`src/rtl/phase_ctrl_pkg.sv`:
```
// phase_ctrl_pkg
// Shared definitions for the phase-bus consumer: phase bit positions, bus
// width, controller state encoding and small helpers for phase arithmetic.
package phase_ctrl_pkg;

    localparam int PH_W = 5;

    localparam int PH_F_BIT = 0;
    localparam int PH_R_BIT = 1;
    localparam int PH_X_BIT = 2;
    localparam int PH_M_BIT = 3;
    localparam int PH_W_BIT = 4;

    localparam logic [PH_W-1:0] PH_NONE = '0;
    localparam logic [PH_W-1:0] PH_F    = 5'b00001;

    typedef enum logic [1:0] {
        ST_IDLE   = 2'd0,
        ST_RUN    = 2'd1,
        ST_HALTED = 2'd2,
        ST_ERR    = 2'd3
    } state_t;

    // Phase that must follow ph on a healthy bus (ph_w wraps back to ph_f).
    function automatic logic [PH_W-1:0] ph_rotl(input logic [PH_W-1:0] ph);
        return {ph[PH_W-2:0], ph[PH_W-1]};
    endfunction

    function automatic logic is_onehot(input logic [PH_W-1:0] ph);
        return (ph != PH_NONE) &&
               ((ph & (ph - {{(PH_W-1){1'b0}}, 1'b1})) == PH_NONE);
    endfunction

endpackage

```
`src/rtl/phase_seq_chk.sv`:
```
// phase_seq_chk
// Decides whether the phase seen this cycle is acceptable given the
// controller state and the phase seen on the previous cycle.
// Ports:
//   phase   in   current one-hot phase (0 = sequencer stopped)
//   prev_ph in   phase registered on the previous cycle
//   state   in   controller state
//   legal   out  1 when the phase is allowed in this state
module phase_seq_chk
    import phase_ctrl_pkg::*;
(
    input  logic [PH_W-1:0] phase,
    input  logic [PH_W-1:0] prev_ph,
    input  state_t          state,
    output logic            legal
);

    always_comb begin
        legal = 1'b0;
        case (state)
            ST_IDLE:   legal = (phase == PH_NONE) || (phase == PH_F);
            // prev_ph is always a single legal phase while running, so the
            // rotation alone pins the answer; the one-hot term keeps the
            // multi-bit rejection explicit.
            ST_RUN:    legal = is_onehot(phase) && (phase == ph_rotl(prev_ph));
            ST_HALTED: legal = (phase == PH_NONE);
            default:   legal = 1'b0;
        endcase
    end

endmodule

```
`src/rtl/phase_ctrl.sv`:
```
// phase_ctrl
// Consumer end of the 5-phase one-hot sequencer bus. Produces per-phase
// datapath strobes, requests a halt when a halt instruction reaches ph_w,
// flags protocol violations (sticky) and counts retired instructions.
// Ports:
//   clk, rst            clock; asynchronous active-high reset
//   phase[4:0]          one-hot phase, bit0=ph_f .. bit4=ph_w, 0 = stopped
//   is_hlt/is_ld/is_st  decoded instruction class, valid from ph_r onward
//   wb_en               decoded instruction writes the register file
//   ir_we, rf_re, alu_we, mem_re, mem_we, pc_we, rf_we   datapath strobes
//   hlt                 halt request to the sequencer (ph_w only)
//   err                 sticky protocol-violation flag
//   retired[CNT_W-1:0]  retired-instruction count, wraps
//
// state     | meaning
// ----------+------------------------------------------------------------
// ST_IDLE   | bus stopped; waiting for ph_f to start an instruction
// ST_RUN    | instruction in flight; each phase must rotate from the last
// ST_HALTED | halt retired on the previous ph_w; bus must be stopped
// ST_ERR    | protocol violation seen; held until reset
module phase_ctrl
    import phase_ctrl_pkg::*;
#(
    parameter int CNT_W = 16
)
(
    input  logic             clk,
    input  logic             rst,
    input  logic [PH_W-1:0]  phase,
    input  logic             is_hlt,
    input  logic             is_ld,
    input  logic             is_st,
    input  logic             wb_en,
    output logic             ir_we,
    output logic             pc_we,
    output logic             rf_re,
    output logic             alu_we,
    output logic             mem_re,
    output logic             mem_we,
    output logic             rf_we,
    output logic             hlt,
    output logic             err,
    output logic [CNT_W-1:0] retired
);

    state_t          state;
    logic [PH_W-1:0] prev_ph;
    logic            halt_pend;
    logic            legal;
    logic            active;

    phase_seq_chk u_seq_chk (
        .phase   (phase),
        .prev_ph (prev_ph),
        .state   (state),
        .legal   (legal)
    );

    // Strobes may fire while running, and on the ph_f that starts an
    // instruction from idle, so the first fetch is not lost. Reset masks
    // them because idle + ph_f would otherwise pass straight through.
    assign active = !rst && legal &&
                    ((state == ST_RUN) || ((state == ST_IDLE) && (phase == PH_F)));

    assign ir_we  = active && phase[PH_F_BIT];
    assign rf_re  = active && phase[PH_R_BIT];
    assign alu_we = active && phase[PH_X_BIT];
    assign mem_re = active && phase[PH_M_BIT] && is_ld;
    assign mem_we = active && phase[PH_M_BIT] && is_st;
    assign pc_we  = active && phase[PH_W_BIT];
    assign rf_we  = active && phase[PH_W_BIT] && wb_en;

    // The sequencer samples hlt on the same edge that ends ph_w.
    assign hlt = !rst && (state == ST_RUN) && phase[PH_W_BIT] && halt_pend;

    assign err = (state == ST_ERR);

    always_ff @(posedge clk or posedge rst) begin
        if (rst) begin
            state     <= ST_IDLE;
            prev_ph   <= PH_NONE;
            halt_pend <= 1'b0;
            retired   <= '0;
        end else begin
            prev_ph <= phase;

            // legal is never set in ST_ERR, so this also holds the error state.
            if (!legal) begin
                state <= ST_ERR;
            end else begin
                case (state)
                    ST_IDLE:   if (phase == PH_F) state <= ST_RUN;
                    ST_RUN:    if (hlt) state <= ST_HALTED;
                    ST_HALTED: state <= ST_IDLE;
                    default:   state <= ST_ERR;
                endcase
            end

            if (state == ST_HALTED) begin
                halt_pend <= 1'b0;
            end else if (active && phase[PH_R_BIT] && is_hlt) begin
                halt_pend <= 1'b1;
            end

            if (active && phase[PH_W_BIT]) begin
                retired <= retired + CNT_W'(1);
            end
        end
    end

endmodule

```
`config.mk`:
```
export PLATFORM = sky130hd
export DESIGN_NAME = phase_ctrl
export DESIGN_NICKNAME = d
export VERILOG_FILES = /design/src/rtl/phase_ctrl_pkg.sv /design/src/rtl/phase_seq_chk.sv /design/src/rtl/phase_ctrl.sv
export SDC_FILE = /design/constraint.sdc
export NUM_CORES = 1
export LEC_CHECK = 0
export CAP_MARGIN = 10
export CELL_PAD_IN_SITES_DETAIL_PLACEMENT = 1
export CELL_PAD_IN_SITES_GLOBAL_PLACEMENT = 1
export CORE_MARGIN = 8
export CORE_UTILIZATION = 36
export CTS_CLUSTER_SIZE = 40
export DETAILED_ROUTE_END_ITERATION = 12
export PLACE_DENSITY_LB_ADDON = 0.1
export SETUP_SLACK_MARGIN = 0.1
export SYNTH_ARGS = -nofsm -noshare
export SYNTH_HDL_FRONTEND = slang
export SYNTH_SLANG_ARGS = --single-unit
```
`constraint.sdc`:
```
create_clock -name clk -period 2.45 [get_ports clk]
set_input_delay 0.3675 -clock clk [delete_from_list [all_inputs] [get_ports clk]]
set_output_delay 0.3675 -clock clk [all_outputs]
set_load 0.02 [all_outputs]
```
# Yosys cells after proc, flatten, opt, wreduce, memory -nomap -nowiden
# Index checks and enable logic that the tools add are counted.
op_classes:
  add_sub_neg: 2
  multipliers: 0
  n_div: 0
  order_cmp: 0
  eq_ne: 7
  shifts: 0
  muxes: 7
  bitwise_logic: 1
  n_reduce_logical: 26
op_table:
  columns: ["cell", "count"]
  rows:
  - ["1-bit logical AND", 17]
  - ["16-bit by 1-bit adder with 16-bit output (second input constant)", 1]
  - ["5-bit logical NOT", 2]
  - ["2-bit two-way mux", 3]
  - ["2-bit one-hot mux with 3 select lines", 1]
  - ["5-bit bitwise AND", 1]
  - ["5-bit by 1-bit == test with 1-bit output (second input constant)", 1]
  - ["5-bit == test", 1]
  - ["5-bit nonzero test", 1]
  - ["5-bit by 1-bit subtractor with 5-bit output (second input constant)", 1]
  - ["2-bit == test (second input constant)", 2]
  - ["3-bit by 2-bit inequality test with 1-bit output (second input constant)", 1]
  - ["3-bit inequality test (second input constant)", 1]
  - ["1-bit one-hot mux with 3 select lines", 1]
  - ["2-bit by 1-bit == test with 1-bit output (second input constant)", 1]
  - ["2-bit logical NOT", 1]
  - ["1-bit logical OR", 2]
  - ["1-bit two-way mux", 2]
  - ["2-bit AND reduction", 1]
  - ["2-bit nonzero test", 1]
  - ["1-bit logical NOT", 1]
totals:
  reg_bits: 24
  latch_bits: 0
  ramBits: 0
  romBits: 0
  input_bits: 11
  out_inout_bits: 25
  wordCells: 47
  n_memories: 0

# Logic depth before layout (Yosys ltp)
# Gate-level depths: netlist of the first run.
depth:
  word_depth: 12
  depth_mapped: 8
  mapped_depth_nobuf: 7

# Modules after synthesis
# From an unflattened synthesis of the first run, not the netlist that was laid out.
unflattened:
  cells_unflattened: 125
  hier_area_um2: 1293.7
modules_own_cells:
  columns: ["mod", "instances", "cells_each", "area_per_inst_um2", "seq_area_each_um2"]
  rows:
  - ["phase_ctrl", 1, 105, 1148.6, 600.6]
  - ["phase_seq_chk", 1, 20, 145.1, 0.0]

# Worst setup path after synthesis of the first run
# Ideal clock, no wire load.
synth_path:
  path_type: "flip-flop to output port"
  start: "register state[0]"
  end: "output port alu_we"
  t_arrival_ps: 2145
  required_time_ps: 2082
  slack_ps: -63
  path_stages_with_launch: 6
  n_path_buf: 0
  cell_sequence: "dfrtp_1 > ha_1 > nand3b_1 > a2111oi_4 > o21ai_1 > nor3b_1"
synth_between:
  elab_chain_cells: 5
  elab_cells_between_ends: 9
  cone_classes: "2 x eq/ne; 1 x mux; 6 x reduce/logical"
synth_rtl:
  columns: ["element", "line", "rtl"]
  rows:
  - ["start: declaration", "phase_ctrl.sv:46", "state_t state;"]
  - ["start signal: assignment", "phase_ctrl.sv:80", "state <= ST_IDLE;"]
  - ["start signal: assignment", "phase_ctrl.sv:89", "state <= ST_ERR;"]
  - ["start signal: assignment", "phase_ctrl.sv:92", "ST_IDLE: if (phase == PH_F) state <= ST_RUN;"]
  - ["2-bit == test, or another cell as far along", "phase_seq_chk.sv:20", "case (state)"]
  - ["1-bit one-hot mux with 3 select lines or 1-bit logical AND (tied branches)", "phase_seq_chk.sv:20, phase_ctrl.sv:63", null]
  - ["1-bit logical AND or 1-bit logical OR (tied branches)", "phase_ctrl.sv:62, phase_ctrl.sv:63", null]
  - ["1-bit logical AND *", "phase_ctrl.sv:62", "assign active = !rst && legal &&"]
  - ["1-bit logical AND *", "phase_ctrl.sv:67", "assign alu_we = active && phase[PH_X_BIT];"]
  - ["end: declaration", "phase_ctrl.sv:37", "output logic alu_we,"]
# Every way passes the cells marked *; elsewhere a longest branch is shown, timed or not.

# Worst setup path in the final report of the first run
layout_path:
  start: "register state[1]"
  end: "output port rf_we"
layout_between:
  elab_chain_cells: 6
  elab_cells_between_ends: 10
  cone_classes: "2 x eq/ne; 1 x mux; 7 x reduce/logical"
layout_rtl:
  columns: ["element", "line", "rtl"]
  rows:
  - ["2-bit == test, or another cell as far along", "phase_seq_chk.sv:20", null]
  - ["1-bit one-hot mux with 3 select lines or 1-bit logical AND (tied branches)", "phase_seq_chk.sv:20, phase_ctrl.sv:63", null]
  - ["1-bit logical AND or 1-bit logical OR (tied branches)", "phase_ctrl.sv:62, phase_ctrl.sv:63", null]
  - ["1-bit logical AND *", "phase_ctrl.sv:62", null]
  - ["1-bit logical AND * (2 in a row)", "phase_ctrl.sv:71", "assign rf_we = active && phase[PH_W_BIT] && wb_en;"]
  - ["end: declaration", "phase_ctrl.sv:40", "output logic rf_we,"]
# Marked as above.

==> results.json, run 1 <==
{
  "status": "complete, no violations",
  "power_density_nw_per_um2": 333,
  "insertedDiodeCount": 0,
  "initial_core_util": 0.374,
  "arrival_ps": 2000,
  "grt_pass1_wl_mm": 6.99,
  "cpMostUsedCell": "buf_4",
  "cpLargestDelayFamily": "simple AND/OR/NAND/NOR gates",
  "syn2layout_area_growth_pct": 54.3,
  "clkLatencyLatePin_ps": 260,
  "synth.avg_cell_area_sq_um": 10.1,
  "syn_nets": 151,
  "cp_num_buf_inv": 3,
  "post-dp-hpwl_mm": 3.21,
  "synth_edf_count": 0,
  "antenna_found_initial": 0,
  "cts_buffers": 3,
  "worstSetupEndpointType": "primary output",
  "hold_class": "primary input to register",
  "worstPathRequired_ps": 2080,
  "synthArstFlopShare": 1.00,
  "crit_chain": "buf_4 -> ha_2 -> nor2b_1 -> o21ai_1 -> nor2_2 -> buf_4 -> or2_4 -> and3_4 -> buf_6",
  "fin_setup_tns_ps": 0,
  "cp-start-kind": "register",
  "reg2reg_slack_ps": 290,
  "core_area_sq_um": 3660,
  "drt-initial-drc-count": 22,
  "htree_levels": 1,
  "path_class": "register to primary output",
  "tightestPinTransition_ps": 484,
  "wl_per_cell_um": 16.9,
  "wirelength_mm": 4.24,
  "drive_gt1_frac": 0.330,
  "rr_endpoint": "retired[15]",
  "path_max_fanout": 3,
  "cts_tree": "done",
  "synth_sequential_area_ratio": 0.439,
  "grtUsageTotal": 0.141,
  "dpl.cell_count": 242,
  "routabilityCongestion": 0.828,
  "ys.flop_type": "dfrtp_1",
  "grt_setup_unrepaired": "yes",
  "portBuffers": 35,
  "hold_buffers": 0,
  "netlist_area_sq_um": 1370,
  "clock_sinks": 24,
  "syn_inst": 135,
  "finalNonFillerCells": 251,
  "cp.depth": 9,
  "ys_seq_elements": 24,
  "yosys.cell_types.count": 34,
  "clock-root-buffer": "clkbuf_8",
  "grt_pass1_vias": 1456,
  "max_stage_delay_ps": 420,
  "slowest_stage": "dfrtp_1",
  "rows": 22,
  "die_y_um": 77.7,
  "grt_max_degree": 25,
  "first_pass_iters": 4,
  "hold_violations": 0,
  "via_per_inst": 5.31,
  "p_leak_nw": 0.942,
  "dieArea_sq_um": 6030,
  "die_width_um": 77.7,
  "reg2reg_depth": 10,
  "ios": 36,
  "ant_nets": 0,
  "relSlewSlack": 0.675,
  "grt.overflow.total": 0,
  "critPathLaunch": "state[1]",
  "ys.warnings.count": 0,
  "num_vias": 1334,
  "drc_errors": 0,
  "maxCapViolCount": 0,
  "r2r_start": "prev_ph[2]",
  "cts.reportedPaths.clkPinSlew_ps": 80,
  "post-route-period-util": 0.968,
  "crit_end": "rf_we",
  "setup_viol": 0,
  "clk_path_buf_depth": 2,
  "final.setup_skew_ps": 8.11,
  "vdd_drop_max_uv": 211,
  "max_freq_ghz": 0.422,
  "nets": 221,
  "fin_util": 0.577,
  "slew_viol_final": 0,
  "fin_crit_ps": 2370
}
-- through the flow --
step	setup WS, ps	power (mW)	area [sq um]	hold WS, ps
finish	77.8	0.703	2110	429
global route	-8.31	0.745	2110	416
CTS	23.1	0.714	2060	405
detailed placement	-780	0.482	1970	482
global placement	-731	0.480	1970	464
floorplan	-62.7	0.434	1370	391
-- registers in the layout, indices dropped and copies added, names as in the netlist --
signal	flops
prev_ph	5
halt_pend	1
retired	16
state	2
-- layout make-up --
| class | instances | area, sq um |
|---|---|---|
| tap | 48 | 60.1 |
| multi-input combinational | 100 | 800 |
| clock buffer | 3 | 41.3 |
| fill | 419 | 1550 |
| inverter | 6 | 22.5 |
| sequential | 24 | 601 |
| timing repair buffer | 70 | 588 |
-- power by group --
group | internal, mW | leakage, nW | switching, mW | total (mW)
logic | 0.0378 | 0.613 | 0.0388 | 0.0766
registers | 0.400 | 0.308 | 0.00259 | 0.403
clock network | 0.110 | 0.0216 | 0.114 | 0.224
-- layer usage --
layer  routed length, um  up-vias  share of wire  global-route usage
li1                    -      632              -                   -
met3                 195        4          0.046              0.0380
met5                   0        -              0                   0
met4                  42        0         0.0099              0.0528
met1                1720      672           0.41               0.146
met2                2280       26           0.54               0.261
-- kinds of logic after synthesis --
| kind of cell | synth area share |
|---|---|
| fa+ha+maj | 0.0457 |
| compound gates | 0.167 |
| buf+inv | 0.0347 |
| xor+xnor | 0.102 |
| mux | 0.0165 |
| simple gates | 0.195 |
| flops | 0.439 |
-- timing repair --
action,in CTS,in global routing
endpoints found under the setup margin,9,8
gates resized for setup,59,10
pin swaps,11,5
setup buffers,4,2
-- worst min path at each step --
stage	slack [ps]	startpoint	to	depth (start not counted)
after global routing	420	phase[4]	prev_ph[4]	2
after detailed placement	480	retired[11]	retired[11]	1
after floorplan	390	rst	halt_pend	1
after CTS	410	phase[4]	prev_ph[4]	2
final	430	phase[4]	prev_ph[4]	2
after global placement	460	retired[15]	retired[15]	1
-- cells in the mapped netlist, drive strengths merged, types with 2 or more instances --
library cell   n  area, sq um
mux2           2         22.5
nor3           6         30.0
o2111ai       10         87.6
o22ai          2         12.5
o211ai         2         15.0
inv            6         22.5
nand2          6         22.5
xnor2         15          131
and3          11         68.8
o21ai          5         25.0
nand3          5         25.0
nor2b          3         18.8
nor3b          3         22.5
clkbuf         2         7.51
ha             5         62.6
a21oi          6         30.0
and2           2         12.5
nor2           5         18.8
buf            3         17.5
dfrtp         24          601
-- cell usage in the layout, fill, tap and decap left out, types with 2 or more instances in the layout --
cell type and instances:
buf_4 38, dfrtp_1 24, clkdlybuf4s50_1 22, xnor2_1 15
and3_1 10, o2111ai_1 10, nand2_1 6, a21oi_1 5
inv_1 5, nor3_1 5, nor2_1 4, nand3_1 4
buf_2 4, nor2b_1 3, nor3b_2 3, clkbuf_8 3
o22ai_1 2, o21ai_1 2, and2_1 2, o211ai_1 2
o21ai_0 2, mux2_2 2, ha_1 2, ha_2 2
dlygate4sd2_1 2
No activity file was read; power rests on OpenSTA's default activity.
==> inputs of run 2 (changes only) <==
--- a/config.mk
+++ b/config.mk
@@ -16,4 +16,5 @@
 export SETUP_SLACK_MARGIN = 0.1
 export SYNTH_ARGS = -nofsm -noshare
 export SYNTH_HDL_FRONTEND = slang
+export SYNTH_HIERARCHICAL = 1
 export SYNTH_SLANG_ARGS = --single-unit
==> results.json, run 2 <==
{
  "synth_edf_count": 0,
  "cp-start-kind": "register",
  "first_pass_iters": 4,
  "switching_share": 0.214,
  "final.setup_skew_ps": 7.90,
  "setup_viol": 7,
  "status": "complete, but fails checks",
  "crit_chain": "or2_4 -> a2111oi_4 -> o2111a_1 -> a211o_1 -> and3b_2 -> and3_4 -> buf_6",
  "p_sw_mw": 0.164,
  "whs_endpoint": "retired[15]",
  "worstPathRequired_ps": 2080,
  "die_width_um": 75.9,
  "drc_errors": 0,
  "ios": 36,
  "dieArea_sq_um": 5770,
  "max_freq_ghz": 0.382,
  "ant_nets": 0,
  "hp-start": "retired[15]",
  "finalPower_mw": 0.763,
  "drive_gt1_frac": 0.298,
  "power_density_nw_per_um2": 375,
  "clock-root-buffer": "clkbuf_4",
  "num_vias": 1185,
  "failed_checks": "setup timing",
  "synthTopCellsByCount": "24 x dfrtp_1, 9 x xor2_1, 8 x xnor2_1",
  "wirelength_mm": 4.11,
  "drt-initial-drc-count": 28,
  "grt_max_degree": 18,
  "layout_setup_ws_ps": -170,
  "clkPwrFrac": 0.376,
  "biggestRegsByFlops": "retired: 16 flops, prev_ph: 5 flops, state: 2 flops",
  "fin_crit_ps": 2620,
  "final_common_cell": "dfrtp_1",
  "arrival_ps": 2250,
  "grt_pass1_vias": 1319,
  "r2r_start": "prev_ph[2]",
  "power.internal_mw": 0.600,
  "post-route-period-util": 1.07,
  "ys.flop_type": "dfrtp_1",
  "hold_buffers": 0,
  "grtUsageTotal": 0.147,
  "yosysMostFrequentCell": "dfrtp_1",
  "syn_inst": 125,
  "synth.largest_area_cell": "dfrtp_1",
  "tightestPinTransition_ps": 380,
  "synth.avg_cell_area_sq_um": 10.3,
  "vdd_drop_max_uv": 226,
  "nets": 198,
  "grt_setup_unrepaired": "yes",
  "synth_top_area_frac": 0.464,
  "regMostFlops": "retired",
  "synth_sequential_area_ratio": 0.464,
  "antenna_found_initial": 0,
  "synthArstFlopShare": 1.00,
  "yosys.cell_types.count": 35,
  "wl_per_cell_um": 18.1,
  "max_stage_delay_ps": 420,
  "post-dp-hpwl_mm": 3.07,
  "ys.warnings.count": 6,
  "power_frac_seq": 0.529,
  "portBuffers": 35,
  "clkLatencyLatePin_ps": 310,
  "path_max_fanout": 6,
  "largest_reg_flops": 16,
  "ys_seq_elements": 24,
  "syn2layout_area_growth_pct": 57.3,
  "cts_tree": "done",
  "pwr-share-comb": 0.096,
  "reg2reg_depth": 9,
  "synth.area.top_cells": "dfrtp_1 46%, xor2_1 6.1%, xnor2_1 5.4%",
  "layout_common_cells": "24 x dfrtp_1, 22 x clkdlybuf4s50_1, 17 x buf_4",
  "relSlewSlack": 0.743,
  "core_area_sq_um": 3390,
  "rows": 21,
  "hold_class": "register to register",
  "clock_sinks": 24,
  "netlist_area_sq_um": 1290,
  "path_class": "register to primary output",
  "via_per_inst": 5.22,
  "p_leak_nw": 0.981,
  "grt.overflow.total": 0,
  "place_ws_ps": -923,
  "cts.reportedPaths.clkPinSlew_ps": 140,
  "routabilityCongestion": 0.829,
  "hold_depth": 1,
  "worstSetupEndpointType": "primary output",
  "slew_viol_final": 0,
  "cts_buffers": 3,
  "reg2reg_slack_ps": 10,
  "maxCapViolCount": 0,
  "rr_endpoint": "retired[12]",
  "slowest_stage": "dfrtp_1",
  "syn_nets": 141,
  "hold_violations": 0,
  "htree_levels": 1,
  "initial_core_util": 0.382,
  "insertedDiodeCount": 0,
  "die_y_um": 75.9,
  "grt_pass1_wl_mm": 6.97,
  "clk_path_buf_depth": 2,
  "final.fill_count": 369
}
run 2: cell type report:
cell class	instances	area (sq um)	share of cell area
multi-input cells	93	811	0.399
clock inverters	1	30.0	0.0148
clock buffers	3	22.5	0.0111
flip-flops and latches	24	601	0.295
well taps	46	57.6	0.0283
inverters	7	26.3	0.0129
repair buffers	53	487	0.239
run 2: repair_timing:
| item | 4_1_cts | 5_1_grt |
|---|---|---|
| pin swaps | 11 | 7 |
| buffers inserted | 2 | 0 |
| setup endpoints to repair | 22 | 16 |
| resized for setup | 64 | 9 |
run 2: critical path, delay by kind of cell, from the launching register on:
| family | cells | cell delay (ps) |
|---|---|---|
| DFF | 1 | 420 |
| AOI/OAI and AO/OA | 3 | 660 |
| and+or+nand+nor | 3 | 750 |
| buffers and inverters | 1 | 110 |
run 2: logic make-up after synthesis:
| kind of cell | synth area share |
|---|---|
| adder cells (fa/ha/maj) | 0.0484 |
| flip-flops | 0.464 |
| AND/OR/NAND/NOR | 0.249 |
| AO/OA/AOI/OAI | 0.0909 |
| buffers and inverters | 0.0242 |
| XOR/XNOR | 0.115 |
| multiplexers | 0.00870 |
run 2: how the worst max path moves through the flow:
stage | to | slack [ps] | from | cells past startpoint
2_1_floorplan | retired[1] | 90 | phase[2] | 7
3_3_place_gp | rf_we | -820 | phase[3] | 7
5_1_grt | mem_re | -270 | prev_ph[2] | 8
6_report | mem_re | -170 | prev_ph[2] | 7
4_1_cts | mem_re | -130 | prev_ph[2] | 7
3_5_place_dp | ir_we | -920 | phase[3] | 8
run 2: layer usage:
layer	wire, um	up-vias	part of all wire	global-route usage
met5	0	-	0	0
met3	204	4	0.050	0.0436
met4	36	0	0.0088	0.0353
met2	2210	28	0.54	0.266
li1	-	564	-	-
met1	1660	589	0.40	0.162
run 2: power groups by stage:
| stage | Clock [mW] | Combinational (mW) | Sequential, mW |
|---|---|---|---|
| 3_3_place_gp | 0 | 0.0601 | 0.410 |
| 4_1_cts | 0.298 | 0.0711 | 0.403 |
| 6_report | 0.287 | 0.0732 | 0.403 |
| 2_1_floorplan | 0 | 0.0179 | 0.410 |
| 5_1_grt | 0.321 | 0.0794 | 0.404 |
| 3_5_place_dp | 0 | 0.0615 | 0.410 |
run 2: per-stage QoR:
stage,area (sq um),hold slack [ps],setup TNS (ps),std cells,utilization
global placement,1850,461,-10880,221,0.544
floorplan,1320,382,0,125,-
finish,2030,490,-1030,227,0.600
CTS,2010,448,-824,227,0.593
global route,2030,461,-2020,227,0.600
detailed placement,1850,471,-13060,221,0.544
